===== src/rtl/lossless_block_decoder.sv =====
// Prefix-code bitstream decoder: reads SRAM words into a 32-bit bit buffer and emits 64-coefficient blocks in scan order.
// Coefficients use a registered valid/ready output (one per cycle when bits allow); LBD_DEQUANT_EN scales literals by 2^(2+index[5:4]).
module lossless_block_decoder #(
    parameter logic [17:0] BITSTREAM_BASE = 18'd76800,
    parameter int          NUM_BLOCKS     = 2400,
    parameter logic [15:0] HEADER_WORD    = 16'hDEAD
) (
    input  logic        Clock_50,
    input  logic        reset,
    input  logic        M3_start,
    input  logic [15:0] SRAM_read_data,
    output logic [17:0] SRAM_address_O,
    output logic        SRAM_we_n,
    output logic [15:0] SRAM_write_data,
    output logic        coeff_valid,
    input  logic        coeff_ready,
    output logic [15:0] coeff_data,
    output logic [5:0]  coeff_index,
    output logic        block_last,
    output logic        decode_error,
    output logic        M3_finished
);
    localparam int BW = (NUM_BLOCKS > 1) ? $clog2(NUM_BLOCKS) : 1;

    typedef enum logic [2:0] {S_IDLE, S_HEADER, S_DECODE, S_RUN, S_FILL, S_DONE} state_t;

    state_t        state;
    logic [31:0]   bit_buf;
    logic [5:0]    bit_cnt;
    logic          rd_req;
    logic          rd_p1;
    logic          rd_p2;
    logic [5:0]    next_idx;
    logic [2:0]    run_left;
    logic [BW-1:0] blk_cnt;

    logic        in_flight;
    logic        xfer;
    logic        out_free;
    logic        streaming;
    logic        last_xfer;
    logic        can_decode;
    logic        load_en;
    logic [1:0]  code;
    logic [3:0]  run_len;
    logic [5:0]  consume;
    logic [15:0] lit;
    logic [15:0] lit_out;
    logic [15:0] load_dat;
    logic [31:0] buf_next;
    logic [5:0]  cnt_next;

    assign SRAM_we_n       = 1'b1;
    assign SRAM_write_data = 16'h0000;

    assign in_flight  = rd_req | rd_p1 | rd_p2;
    assign xfer       = coeff_valid & coeff_ready;
    assign out_free   = ~coeff_valid | coeff_ready;
    assign streaming  = (state == S_DECODE) | (state == S_RUN) | (state == S_FILL);
    assign last_xfer  = xfer & block_last & (blk_cnt == BW'(NUM_BLOCKS - 1));
    assign can_decode = (state == S_DECODE) & ~last_xfer & out_free & (bit_cnt >= 6'd9);
    assign code       = bit_buf[31:30];

    always_comb begin
        lit     = 16'h0000;
        run_len = 4'd0;
        consume = 6'd0;
        case (code)
            2'b00: begin
                lit     = {{13{bit_buf[29]}}, bit_buf[29:27]};
                consume = 6'd5;
            end
            2'b01: begin
                lit     = {{10{bit_buf[29]}}, bit_buf[29:24]};
                consume = 6'd8;
            end
            2'b10: begin
                run_len = (bit_buf[29:27] == 3'd0) ? 4'd8 : {1'b0, bit_buf[29:27]};
                consume = 6'd5;
            end
            default: consume = 6'd2;
        endcase
        if (!can_decode) begin
            consume = 6'd0;
        end
    end

`ifdef LBD_DEQUANT_EN
    assign lit_out = lit << (3'd2 + {1'b0, next_idx[5:4]});
`else
    assign lit_out = lit;
`endif

    // Zeros from runs and fills share the output register with literals.
    assign load_en  = can_decode | (((state == S_RUN) | (state == S_FILL)) & out_free);
    assign load_dat = (can_decode & ~code[1]) ? lit_out : 16'h0000;

    // The returned word lands directly below the bits left after this cycle's token.
    always_comb begin
        cnt_next = bit_cnt - consume;
        buf_next = bit_buf << consume;
        if (rd_p2) begin
            buf_next = buf_next | ({SRAM_read_data, 16'h0000} >> cnt_next);
            cnt_next = cnt_next + 6'd16;
        end
    end

    always_ff @(posedge Clock_50 or posedge reset) begin
        if (reset) begin
            state          <= S_IDLE;
            bit_buf        <= 32'h0;
            bit_cnt        <= 6'd0;
            rd_req         <= 1'b0;
            rd_p1          <= 1'b0;
            rd_p2          <= 1'b0;
            SRAM_address_O <= BITSTREAM_BASE;
            next_idx       <= 6'd0;
            run_left       <= 3'd0;
            blk_cnt        <= '0;
            coeff_valid    <= 1'b0;
            coeff_data     <= 16'h0000;
            coeff_index    <= 6'd0;
            block_last     <= 1'b0;
            decode_error   <= 1'b0;
            M3_finished    <= 1'b0;
        end else begin
            rd_req      <= 1'b0;
            rd_p1       <= rd_req;
            rd_p2       <= rd_p1;
            M3_finished <= 1'b0;

            if (xfer) begin
                coeff_valid <= 1'b0;
                if (block_last) begin
                    blk_cnt <= blk_cnt + BW'(1);
                end
            end
            if (load_en) begin
                coeff_valid <= 1'b1;
                coeff_data  <= load_dat;
                coeff_index <= next_idx;
                block_last  <= (next_idx == 6'd63);
                next_idx    <= next_idx + 6'd1;
            end

            if (streaming) begin
                bit_buf <= buf_next;
                bit_cnt <= cnt_next;
                if (rd_p2) begin
                    SRAM_address_O <= SRAM_address_O + 18'd1;
                end
                if (!in_flight && bit_cnt <= 6'd16) begin
                    rd_req <= 1'b1;
                end
            end

            case (state)
                S_IDLE: begin
                    if (M3_start) begin
                        state          <= S_HEADER;
                        decode_error   <= 1'b0;
                        SRAM_address_O <= BITSTREAM_BASE;
                        rd_req         <= 1'b1;
                        rd_p1          <= 1'b0;
                        rd_p2          <= 1'b0;
                        bit_buf        <= 32'h0;
                        bit_cnt        <= 6'd0;
                        next_idx       <= 6'd0;
                        run_left       <= 3'd0;
                        blk_cnt        <= '0;
                    end
                end
                S_HEADER: begin
                    if (rd_p2) begin
                        if (SRAM_read_data == HEADER_WORD) begin
                            state          <= S_DECODE;
                            SRAM_address_O <= SRAM_address_O + 18'd1;
                        end else begin
                            decode_error <= 1'b1;
                            M3_finished  <= 1'b1;
                            state        <= S_DONE;
                        end
                    end
                end
                S_DECODE: begin
                    if (last_xfer) begin
                        M3_finished <= 1'b1;
                        state       <= S_DONE;
                    end else if (can_decode) begin
                        // A run or fill that starts at index 63 is already complete.
                        if (code == 2'b10 && run_len != 4'd1 && next_idx != 6'd63) begin
                            run_left <= 3'(run_len - 4'd1);
                            state    <= S_RUN;
                        end
                        if (code == 2'b11 && next_idx != 6'd63) begin
                            state <= S_FILL;
                        end
                    end
                end
                S_RUN: begin
                    if (out_free) begin
                        run_left <= run_left - 3'd1;
                        if (run_left == 3'd1 || next_idx == 6'd63) begin
                            state <= S_DECODE;
                        end
                    end
                end
                S_FILL: begin
                    if (out_free && next_idx == 6'd63) begin
                        state <= S_DECODE;
                    end
                end
                S_DONE: begin
                    state <= S_IDLE;
                end
                default: begin
                    state <= S_IDLE;
                end
            endcase
        end
    end
endmodule

===== config.mk =====
export PLATFORM = sky130hd
export DESIGN_NAME = lossless_block_decoder
export DESIGN_NICKNAME = d
export VERILOG_FILES = /design/src/rtl/lossless_block_decoder.sv
export SDC_FILE = /design/constraint.sdc
export NUM_CORES = 1
export LEC_CHECK = 0
export BUFFER_PORTS_ARGS = -buffer_cell sky130_fd_sc_hd__buf_2
export CORE_MARGIN = 8
export CORE_UTILIZATION = 62
export CTS_BUF_LIST = sky130_fd_sc_hd__clkbuf_8
export DETAILED_ROUTE_END_ITERATION = 16
export PLACE_DENSITY = 0.9
export SLEW_MARGIN = 0
export SYNTH_ARGS = -nofsm -noshare
export SYNTH_HDL_FRONTEND = slang
export SYNTH_SLANG_ARGS = --single-unit
export TNS_END_PERCENT = 5

===== constraint.sdc =====
create_clock -name Clock_50 -period 5.44 [get_ports Clock_50]
set_input_delay 1.088 -clock Clock_50 [delete_from_list [all_inputs] [get_ports Clock_50]]
set_output_delay 1.088 -clock Clock_50 [all_outputs]
set_load 0.1 [all_outputs]

=== After elaboration in Yosys (flattened, before gate mapping) ===
Cells that the tools add are included.

* Input bits: 20
* Output and inout port bits: 61
* Flip-flop bits (word level): 109
* Logic and storage cells: 149

* Bitwise gates (word level): 19
* Magnitude comparators: 2
* Muxes and demuxes: 62
* Eq/ne operators: 24
* Shift operators: 2
* Reduce and logical (&&, ||, !) cells: 17
* Add/sub/neg operators: 7

{| class="wikitable"
|+ Operators by type and width
! cell !! count
|-
| 32-bit two-way mux || 4
|-
| 18-bit two-way mux || 5
|-
| 12-bit two-way mux || 4
|-
| 6-bit two-way mux || 8
|-
| 3-bit two-way mux || 15
|-
| 18-bit case mux with 2 select lines || 1
|-
| 32-bit bitwise OR || 1
|-
| 16-bit case mux with 2 select lines || 1
|-
| 32-bit by 6-bit left shift with 32-bit output || 1
|-
| 32-bit by 6-bit >> shifter with 32-bit output || 1
|-
| 18-bit by 1-bit adder with 18-bit output (second input constant) || 1
|-
| 16-bit equality test (second input constant) || 1
|-
| 1-bit two-way mux || 16
|-
| 16-bit two-way mux || 1
|-
| 3-bit case mux with 5 select lines || 1
|-
| 12-bit by 1-bit adder with 12-bit output (second input constant) || 1
|-
| 12-bit equality test (second input constant) || 1
|-
| 2-bit inequality test (second input constant) || 6
|-
| 3-bit case mux with 3 select lines || 1
|-
| 1-bit bitwise AND || 8
|-
| 4-bit two-way mux || 2
|-
| 4-bit case mux with 2 select lines || 1
|-
| 1-bit bitwise OR || 7
|-
| 7-bit AND reduction || 1
|-
| 29 further kinds || 44
|}

=== Depth between registers and ports, before layout ===
Gate-level depths: netlist of the first run.

* Word-level depth: 15
* Depth in mapped cells: 19
* Gate-level depth less buffers: 13

=== Least setup slack after synthesis of the first run ===
Ideal clock, no wire load.

* Kind: input-to-reg
* From: input coeff_ready
* To: register bit_buf[18]
* Data required time: 5.311 ns
* Path buffers: 4
* Slack: 0.984 ns
* Library setup time: 0.129 ns
* Stages on the path: 17
* Arrival time: 4.327 ns
* Cell sequence: and3_1 buf_2 and3_1 buf_6 a211o_1 buf_4 buf_2 nor2_1 ha_1 fa_1 xnor2_1 mux4_2 a21bo_2 mux2i_1 nor2_1 a2111oi_2 nor2_1

* Longest elaborated chain between the ends: 15
* Elaborated cells between the ends (all ways): 17
* Classes of those cells: 1 x add/sub; 2 x shift; 5 x mux; 9 x bitwise

{| class="wikitable"
|+ RTL lines
! element !! RTL line !! text
|-
| from (decl) || 16 || <nowiki>input logic coeff_ready,</nowiki>
|-
| 1-bit bitwise AND || 57 || <nowiki>assign xfer = coeff_valid & coeff_ready;</nowiki>
|-
| 1-bit bitwise AND (2 in a row) || 60 || <nowiki>assign last_xfer = xfer & block_last & (blk_cnt == BW'(NUM_BLOCKS - 1));</nowiki>
|-
| 1-bit inverter || 61 || <nowiki>assign can_decode = (state == S_DECODE) & ~last_xfer & out_free & (bit_cnt >= 6'd9);</nowiki>
|-
| 1-bit bitwise AND || 61 ||
|-
| 1-bit bitwise AND (*) (2 in a row) || 61 ||
|-
| 6-bit two-way mux (*) || 83 || <nowiki>if (!can_decode) begin</nowiki>
|-
| 6-bit subtractor || 100 || <nowiki>cnt_next = bit_cnt - consume;</nowiki>
|-
| 32-bit by 6-bit >> shifter with 32-bit output || 103 || <nowiki>buf_next = buf_next | ({SRAM_read_data, 16'h0000} >> cnt_next);</nowiki>
|-
| 32-bit bitwise OR || 103 ||
|-
| 32-bit two-way mux (*) || 102 || <nowiki>if (rd_p2) begin</nowiki>
|-
| 32-bit two-way mux (*) || 146 || <nowiki>if (streaming) begin</nowiki>
|-
| 32-bit two-way mux || 159 || <nowiki>if (M3_start) begin</nowiki>
|-
| 32-bit two-way mux (*) || 157 || <nowiki>case (state)</nowiki>
|-
| to (signal assigned) || 147 || <nowiki>bit_buf <= buf_next;</nowiki>
|-
| to (decl) || 28 || <nowiki>logic [31:0] bit_buf;</nowiki>
|}

Mark *: on every way between the ends. The rest lies on a longest branch, timed or not.
A chain may end at the register's enable or synchronous reset.

=== Worst setup path after layout of the first run ===
* From: register state[2]
* To: register bit_buf[1]

* Longest elaborated chain between the ends: 12
* Elaborated cells between the ends (all ways): 18
* Classes of those cells: 1 x add/sub; 3 x eq/ne; 2 x shift; 5 x mux; 6 x bitwise; 1 x reduce/logical

{| class="wikitable"
|+ RTL lines
! element !! RTL line !! text
|-
| from (decl) || 27 || <nowiki>state_t state;</nowiki>
|-
| from (signal assigned) || 110 || <nowiki>state <= S_IDLE;</nowiki>
|-
| from (signal assigned) || 160 || <nowiki>state <= S_HEADER;</nowiki>
|-
| from (signal assigned) || 176 || <nowiki>state <= S_DECODE;</nowiki>
|-
| 3-bit by 2-bit equality test with 1-bit output || 59, 61 ||
|-
| 1-bit bitwise AND (3 in a row) || 61 ||
|-
| 6-bit two-way mux || 83 ||
|-
| 6-bit subtractor || 100 ||
|-
| 32-bit by 6-bit >> shifter with 32-bit output || 103 ||
|-
| 32-bit bitwise OR || 103 ||
|-
| 32-bit two-way mux || 102 ||
|-
| 32-bit two-way mux || 146 ||
|-
| 32-bit two-way mux || 159 ||
|-
| 32-bit two-way mux (*) || 157 ||
|}

Marks and branches as above.

==> results of run 1 <==
==> Yosys cell counts (8+ instances only) <==
cell type  count
xnor2_1       11
or3_1          9
o211ai_1       9
dfrtp_1       95
nand4_1       11
buf_4         33
and3_1        12
nand2b_1       9
o22ai_1       12
mux2i_1       51
nand2_1       67
ha_1          11
clkbuf_1      31
a211oi_1      16
nand3_1       27
buf_2         15
a21oi_1       65
nor3_1        19
nor2_1        96
o21ai_0       47
a311oi_1       8
inv_1         20
xor2_1        14
mux2_2        27
==> power by group <==
part / leakage [nW] / internal, mW / total [mW] / switching [mW]
Combinational: 1.93 / 0.757 / 2.25 / 1.50
Sequential: 1.34 / 0.873 / 1.08 / 0.204
Clock: 0.102 / 0.225 / 0.505 / 0.280
Total: 3.37 / 1.86 / 3.84 / 1.98
==> through the flow <==
stage	hold slack (ps)	util	std cells	total power [mW]	cell area (um2)
finish	494	0.669	1002	3.84	7630
global route	528	0.669	1002	4.04	7630
CTS	493	0.669	1002	3.77	7630
detailed placement	471	0.651	986	3.27	7430
global placement	466	0.651	986	3.22	7430
floorplan	450	-	853	2.80	7310
==> worst reg2reg max path, delay by kind of cell (launching register included) <==
family | cells | cell delay, ps
compound gates | 3 | 660
flops | 1 | 600
simple gates | 5 | 1510
fa+ha+maj | 1 | 280
mux | 2 | 740
buf+inv | 1 | 90
xor+xnor | 1 | 480
==> final timing paths <==
path | end | slack (ps) | cells after the start
min in group asynchronous | run_left[1]$_DFFE_PP0P_ | 810 | 2
worst min-delay path | rd_p1$_DFF_PP0_ | 490 | 1
max in group asynchronous | bit_buf[25]$_DFF_PP0_ | 3600 | 3
worst max-delay path | bit_buf[1]$_DFF_PP0_ | 1020 | 13
worst min register to register | rd_p1$_DFF_PP0_ | 490 | 1
worst max register to register | bit_buf[1]$_DFF_PP0_ | 1020 | 13
==> cells by family (layout without fill, tap and decap cells) <==
family                     count (synthesis)  count (layout)
AOI/OAI and AO/OA                        218             218
xor gates and xnor gates                  27              27
adders and majority gates                 12              12
buffers and inverters                    109             115
DFF                                       99              99
muxes                                     83              83
other                                      2              17
and+or+nand+nor                          288             288
==> state kept, by name, indices dropped and copies added, names as in the netlist <==
name / count
rd_req: 1
coeff_data: 6
state: 3
rd_p1: 1
rd_p2: 1
M3_finished: 1
block_last: 1
decode_error: 1
coeff_index: 6
coeff_valid: 1
next_idx: 6
SRAM_address_O: 18
run_left: 3
blk_cnt: 12
bit_buf: 32
bit_cnt: 6
==> routing by layer <==
layer / track usage / vias to the layer above
met5: 0 / -
met4: 0.128 / 0
met3: 0.0449 / 48
met2: 0.384 / 370
li1: - / 3034
met1: 0.338 / 3170
==> final cells by class <==
cell class	instances	share of cell area
multi-input combinational	645	0.558
clock buffer	10	0.0180
inverter	20	0.0102
sequential	99	0.325
timing repair buffer	79	0.0570
clock inverter	6	0.00852
tap	143	0.0234
==> results.ini, run 1 <==
[outcome]
status=finished, final reports clean

[setup_path]
critPathBufInv=1
cp_max_fo=17
critical_path.top_delay_family=simple AND/OR/NAND/NOR gates
cp-start-kind=flop
crit_chain=nor2b_1 -> nand2_1 -> a211o_1 -> nor2_1 -> inv_1 -> ha_1 -> nor2b_1 -> o22ai_2 -> xnor2_2 -> mux2_2 -> mux2i_1 -> a222oi_1 -> nor3_1
arrival_ps=4740
end_kind=flop
cp-startpoint=state[2]$_DFFE_PP0P_
reg2reg_from=state[2]$_DFFE_PP0P_
worstSetupPathType=flop to flop
cp.required_ps=5760
critical-path-max-stage-delay_ps=600
crit_path_top_delay_cell=dfrtp_1
crit_top_cell=nor2b_1

[detailed_routing]
drt_first_iter_violations=670
dr_total_vias=6622
wl_met1_um=8110
met3WireLength_um=1820
wl_met2_um=8660
drc_errors=0
maxUsedRoutingLayer=met4
dr.pass1.iters=7
vias_per_cell=6.61
drt_wl_total_um=19200
antenna_left=0
post_drt_wl_per_cell_um=19.1

[cells_and_area]
drive_gt1_frac=0.179
final_common_cell=nor2_1
antennaDiodeCount=0
layout_common_cells=nor2_1, dfrtp_1, nand2_1
multi_input_area_mm2=0.00426
fillCellCount=940
final_nets=886
register_area_mm2=0.00248
area.growth.synth_to_final_pct=5.19

[floorplanning]
design.core.area_mm2=0.0114
rows=39
die_w_um=124
die_area_mm2=0.0154
num_io_pins=81
start_util=0.636
die_h_um=124

[sta]
finalCriticalPeriod_ps=4420
period_share=0.813
finalHoldViolCount=0
tightest_slew_ps=1040
rsz0062_at_grt=false
finClkSkew_ps=17.3
relSlewSlack=0.304
fmax_ghz=0.226
setup_slack_ps=1020
slew_violations=0
setup_viol=0
setup_tns_ps=0

[synthesis]
ys_types=83
synth_top_family_by_area=compound AO/OA/AOI/OAI gates
synth.area.top_cells=dfrtp_1, mux2i_1, nor2_1, a21oi_1, mux2_2
synthCells=838
synth_warnings=0
yosys.area.top_type=dfrtp_1
synth-simple-area-share=0.193
async_reset_ff_frac=1.00
synth-edff-count=0
synth.top_cell.area_share=0.328
synthAdderAreaFrac=0.0217
synth_compound_area_frac=0.197
ys_dominant_reg_cell=dfrtp_1
muxShareOfSynthArea=0.128
synthXorXnorAreaFrac=0.0362
synth_area_mm2=0.00726
seq_area_frac_synth=0.342
ys_ff_latch=99
syn_area_per_cell_um2=8.66

[min_path]
min_from=rd_req$_DFF_PP0_
hp-class=flop to flop

[grt]
grt_pass1_vias=6137
grt_max_degree=59
grt_antenna_before_repair=0
grt-ovfl-total=0
grt_pass1_wl_um=30900
grt_usage=0.252

[pwr]
p_leak_nw=3.37
vdd_ir_drop_max_v=0.000263
pwr_density_cell_mw_per_mm2=503

[clocking]
clk_pin_slew_ps=100
cts_buffer_depth=2
root_buffer=clkbuf_8
cts_resized=0
clkLatencyLatePin_ps=400
numCtsBuffers=9
post_cts_buffers=0
cts.sinks=99
htreeDepth=3
cts_tree=done
cts_hold_buf=0

[place]
place.gp.congestion=0.987
numPortBuffers=63
pre_cts_slack_ps=689
dpl.hpwl_um=13400

[flow_run]
maxCapViolCount=0

Note: power is estimated with default switching activity, not from simulation.
==> inputs of run 2 (changes only) <==
Settings changed: CORE_UTILIZATION 62 to 56, PLACE_DENSITY 0.9 to 0.86.
Clock period 5.44 ns to 3.65 ns, I/O delays scaled along.
==> results.ini, run 2 (synthesis results as in run 1) <==
[sta]
setup_tns_ps=-157  ; -157 ps
finalCriticalPeriod_ps=3720  ; -705 ps
period_share=1.02  ; +0.205
relSlewSlack=0.332  ; +0.0279
setup_slack_ps=-67.2  ; -1080 ps
rsz0062_at_grt=true
setup_viol=4  ; +4
finClkSkew_ps=15.3  ; -1.99 ps
slew_violations=0  ; unchanged
tightest_slew_ps=1000  ; -41.8 ps
fmax_ghz=0.269  ; +19%
finalHoldViolCount=0  ; unchanged

[grt]
grt-ovfl-total=0  ; unchanged
grt_antenna_before_repair=0  ; unchanged
grt_pass1_vias=6490  ; +5.8%
grt_pass1_wl_um=32600  ; +5.4%
grt_usage=0.240  ; -0.0124
grt_max_degree=59  ; unchanged

[cells_and_area]
largest_register_ff_count=32  ; unchanged
regMostFlops=bit_buf
fillCellCount=1009  ; +7.3%
register_area_mm2=0.00248  ; +0.10%
area.growth.synth_to_final_pct=17.6
drive_gt1_frac=0.290  ; +0.111
antennaDiodeCount=0  ; unchanged
layout_common_cells=dfrtp_1, nor2_1, buf_4
top_regs=bit_buf x32, SRAM_address_O x18, blk_cnt x12
final_nets=961  ; +8.5%
multi_input_area_mm2=0.00451  ; +6.0%
final_common_cell=dfrtp_1

[setup_path]
worstSetupPathType=flop to flop
rrSetupSlack_ps=-70  ; -1080 ps
reg2regPathDepth=12  ; -1
cp-start-kind=flop
r2r_end=bit_buf[10]$_DFF_PP0_
cp.required_ps=3920  ; -1840 ps
end_kind=flop
cp_max_fo=10  ; -7
reg2reg_from=blk_cnt[5]$_DFF_PP0_
arrival_ps=3990  ; -750 ps

[detailed_routing]
drc_errors=0  ; unchanged
drt_first_iter_violations=789  ; +18%
dr_total_vias=6885  ; +4.0%
dr.pass1.iters=6  ; -1
met3WireLength_um=1730  ; -5.0%
antenna_left=0  ; unchanged
drt_wl_total_um=20200  ; +5.5%
wl_met2_um=9560  ; +10%
post_drt_wl_per_cell_um=18.3  ; -4.4%
wl_met1_um=8470  ; +4.5%
vias_per_cell=6.23  ; -5.8%
maxUsedRoutingLayer=met4

[clocking]
cts_buffer_depth=2  ; unchanged
htreeDepth=3  ; unchanged
cts_tree=done
clk_pin_slew_ps=120  ; +20 ps
cts_hold_buf=0  ; unchanged
cts.sinks=99  ; unchanged
clkLatencyLatePin_ps=390  ; about the same
numCtsBuffers=9  ; unchanged
root_buffer=clkbuf_8

[floorplanning]
die_w_um=130  ; +4.5%
num_io_pins=81  ; unchanged
start_util=0.575  ; -0.0605
design.core.area_mm2=0.0126  ; +11%
die_area_mm2=0.0169  ; +9.3%
die_h_um=130  ; +4.5%
rows=41  ; +5.1%

[pwr]
vdd_ir_drop_max_v=0.000431  ; +63%
total_power_mw=6.53  ; +70%
p_leak_nw=3.75  ; +11%
pwr_density_cell_mw_per_mm2=765  ; +52%

[place]
numPortBuffers=63  ; unchanged
place.gp.congestion=0.977  ; -1.0%
pre_cts_slack_ps=-282  ; -972 ps
dpl.hpwl_um=14600  ; +8.4%

[outcome]
violations=setup timing
status=complete, but fails checks

[flow_run]
maxCapViolCount=0  ; unchanged

[min_path]
hp-class=input port to async pin

run 2: worst max-delay path by stage:
stage	from	endpoint	slack, ps
6_report	blk_cnt[5]$_DFF_PP0_	bit_buf[10]$_DFF_PP0_	-70
5_1_grt	blk_cnt[5]$_DFF_PP0_	bit_buf[10]$_DFF_PP0_	-190
4_1_cts	blk_cnt[5]$_DFF_PP0_	bit_buf[18]$_DFF_PP0_	-10
3_5_place_dp	coeff_ready	bit_buf[21]$_DFF_PP0_	-280
3_3_place_gp	coeff_ready	bit_buf[4]$_DFF_PP0_	-260
2_1_floorplan	block_last$_DFFE_PP0N_	bit_buf[18]$_DFF_PP0_	-220
run 2: layout make-up:
class	instances	area share
clock buffer	9	0.0145
clock inverter	7	0.00777
inverter	20	0.00909
multi-input combinational	645	0.529
sequential	99	0.291
tap	172	0.0252
timing repair buffer	154	0.124
run 2: metrics by stage:
| step | utilization | instances | hold slack, ps | area [um2] |
|---|---|---|---|---|
| global route | 0.676 | 1106 | 423 | 8530 |
| detailed placement | 0.644 | 1087 | 473 | 8130 |
| floorplan | - | 853 | 450 | 7420 |
| global placement | 0.644 | 1087 | 461 | 8130 |
| finish | 0.676 | 1106 | 367 | 8530 |
| CTS | 0.665 | 1106 | 390 | 8390 |
run 2: repair_timing:
item,4_1_cts,5_1_grt
pin swaps,5,16
gates resized for setup,16,34
setup buffers,3,0
cloned,0,0
setup endpoints to repair,29,32
run 2: worst max-delay path: stages (launching register included):
cell      delay (ps)
dfrtp_1          400
or4b_4           550
nor3_4           170
a211o_1          230
nor2_4            70
ha_4             170
fa_2             610
buf_12           150
mux4_2           570
nand2_1          110
o311ai_0         150
a221oi_2         310
a21oi_1          100
run 2: per-layer routing:
layer	global-route usage	vias up
li1	-	3180
met1	0.318	3279
met2	0.387	375
met3	0.0343	51
met4	0.0949	0
met5	0	-
run 2: report_power, final:
part | internal, mW | switching, mW | total (mW)
Combinational | 1.70 | 2.55 | 4.25
Clock | 0.268 | 0.460 | 0.728
Sequential | 1.30 | 0.247 | 1.55
Total | 3.27 | 3.26 | 6.53
==> inputs of run 3 (changes only) <==
Settings changed: PLACE_DENSITY 0.86 to 0.8.
==> results.ini, run 3 (synthesis results as in run 1) <==
[outcome]
status=complete, but fails checks
violations=setup timing

[setup_path]
rrSetupSlack_ps=-120  ; -50 ps
path_depth=13  ; +1
cp-start-kind=flop
end_kind=flop
critical-path-max-stage-delay_ps=590  ; -20 ps
arrival_ps=4050  ; +60 ps
critical_path.top_delay_family=simple AND/OR/NAND/NOR gates
crit_path_top_delay_cell=fa_2
crit_chain=or4b_4 -> nor3_4 -> a211o_1 -> nor2_4 -> ha_4 -> fa_2 -> bufbuf_16 -> mux2i_1 -> mux2_2 -> mux2i_1 -> buf_4 -> a222oi_1 -> nor3_1
crit_top_cell=mux2i_1
critPathBufInv=2  ; +1
r2r_end=bit_buf[1]$_DFF_PP0_
reg2reg_from=blk_cnt[5]$_DFF_PP0_
cp_max_fo=10  ; unchanged
reg2regPathDepth=13  ; +1
cp.required_ps=3930  ; about the same
worstSetupPathType=flop to flop

[cells_and_area]
regMostFlops=bit_buf
final_nets=964  ; +0.31%
layout_common_cells=dfrtp_1, nor2_1, buf_4
register_area_mm2=0.00248  ; unchanged
final_area_mm2=0.00854  ; about the same
antennaDiodeCount=0  ; unchanged
fin_cells=1109  ; +0.27%
largest_register_ff_count=32  ; unchanged
area.growth.synth_to_final_pct=17.7  ; about the same
multi_input_area_mm2=0.00447  ; -0.97%
fillCellCount=1028  ; +1.9%
drive_gt1_frac=0.275  ; -0.0148
final_common_cell=dfrtp_1
top_regs=bit_buf x32, SRAM_address_O x18, blk_cnt x12

[detailed_routing]
dr_total_vias=6807  ; -1.1%
drc_errors=0  ; unchanged
drt_first_iter_violations=648  ; -18%
antenna_left=0  ; unchanged
dr.pass1.iters=5  ; -1
vias_per_cell=6.14  ; -1.4%
drt_wl_total_um=20200  ; about the same
post_drt_wl_per_cell_um=18.2  ; -0.31%

[floorplanning]
design.core.area_mm2=0.0126  ; unchanged
start_util=0.575  ; unchanged
num_io_pins=81  ; unchanged
rows=41  ; unchanged
die_h_um=130  ; unchanged
die_w_um=130  ; unchanged
die_area_mm2=0.0169  ; unchanged

[clocking]
clk_pin_slew_ps=100  ; -20 ps
cts_buffer_depth=2  ; unchanged
cts.sinks=99  ; unchanged
clkLatencyLatePin_ps=390  ; about the same
cts_tree=done
numCtsBuffers=9  ; unchanged
root_buffer=clkbuf_8
cts_hold_buf=0  ; unchanged
htreeDepth=3  ; unchanged

[place]
place.gp.congestion=0.967  ; -1.0%
placed_area_mm2=0.00810  ; -0.40%
numPortBuffers=63  ; unchanged
dp.cells=1086  ; -0.092%
dpl.hpwl_um=14400  ; -1.1%

[sta]
finalCriticalPeriod_ps=3770  ; +52.7 ps
relSlewSlack=0.513  ; +0.182
setup_viol=11  ; +7
slew_violations=0  ; unchanged
fmax_ghz=0.265  ; -1.4%
tightest_slew_ps=726  ; -276 ps
hold_slack_ps=351  ; -15.9 ps
setup_tns_ps=-568  ; -411 ps
period_share=1.03  ; +0.0144
setup_slack_ps=-120  ; -52.7 ps
finalHoldViolCount=0  ; unchanged
rsz0062_at_grt=true
finClkSkew_ps=11.3  ; -4.01 ps

[min_path]
hp-class=input port to async pin

[flow_run]
maxCapViolCount=0  ; unchanged

[pwr]
vdd_ir_drop_max_v=0.000533  ; +24%
p_leak_nw=3.79  ; +0.98%
pwr_density_cell_mw_per_mm2=776  ; +1.4%

[grt]
grt_max_degree=65  ; +10%
grt-ovfl-total=0  ; unchanged
grt_pass1_vias=6356  ; -2.1%
grt_usage=0.243  ; +0.00364
grt_antenna_before_repair=0  ; unchanged
grt_pass1_wl_um=32600  ; about the same

run 3: area by class of cell:
class	instances	area share
clock buffer	10	0.0161
clock inverter	6	0.0104
inverter	20	0.00909
multi-input combinational	646	0.523
sequential	99	0.291
tap	172	0.0252
timing repair buffer	156	0.125
run 3: what timing repair did:
action / in CTS / in global routing
buffers inserted: 5 / 0
setup endpoints to repair: 29 / 32
gates resized for setup: 9 / 25
cloned: 2 / 0
pin swaps: 11 / 5
run 3: worst max-delay path by stage:
stage,startpoint,to,slack [ps]
global placement,coeff_ready,bit_buf[12]$_DFF_PP0_,-200
floorplan,block_last$_DFFE_PP0N_,bit_buf[18]$_DFF_PP0_,-220
finish,blk_cnt[5]$_DFF_PP0_,bit_buf[1]$_DFF_PP0_,-120
detailed placement,coeff_ready,bit_buf[11]$_DFF_PP0_,-240
global route,blk_cnt[5]$_DFF_PP0_,bit_buf[15]$_DFF_PP0_,-290
CTS,blk_cnt[5]$_DFF_PP0_,bit_buf[15]$_DFF_PP0_,-80
run 3: per-stage QoR:
step	total power, mW	utilization	worst slack [ps]
4_1_cts	6.42	0.669	-81.2
3_3_place_gp	5.38	0.641	-196
2_1_floorplan	4.24	-	-222
3_5_place_dp	5.43	0.641	-240
5_1_grt	7.01	0.677	-295
6_report	6.62	0.677	-120
run 3: metal layers:
layer / GRT usage / part of all wire
met5: 0 / 0
met4: 0.126 / 0.033
met3: 0.0400 / 0.088
met2: 0.375 / 0.46
met1: 0.325 / 0.42
run 3: report_power, final:
group,switching (mW),internal (mW),total [mW]
Sequential,0.254,1.30,1.56
Clock,0.407,0.406,0.813
Combinational,2.53,1.73,4.25
run 3: worst reg2reg max path, cell delays in order (launching register included):
cell and delay, ps:
dfrtp_1 390, or4b_4 550, nor3_4 170, a211o_1 230, nor2_4 70, ha_4 180, fa_2 590, bufbuf_16 290
mux2i_1 310, mux2_2 240, mux2i_1 70, buf_4 160, a222oi_1 310, nor3_1 90
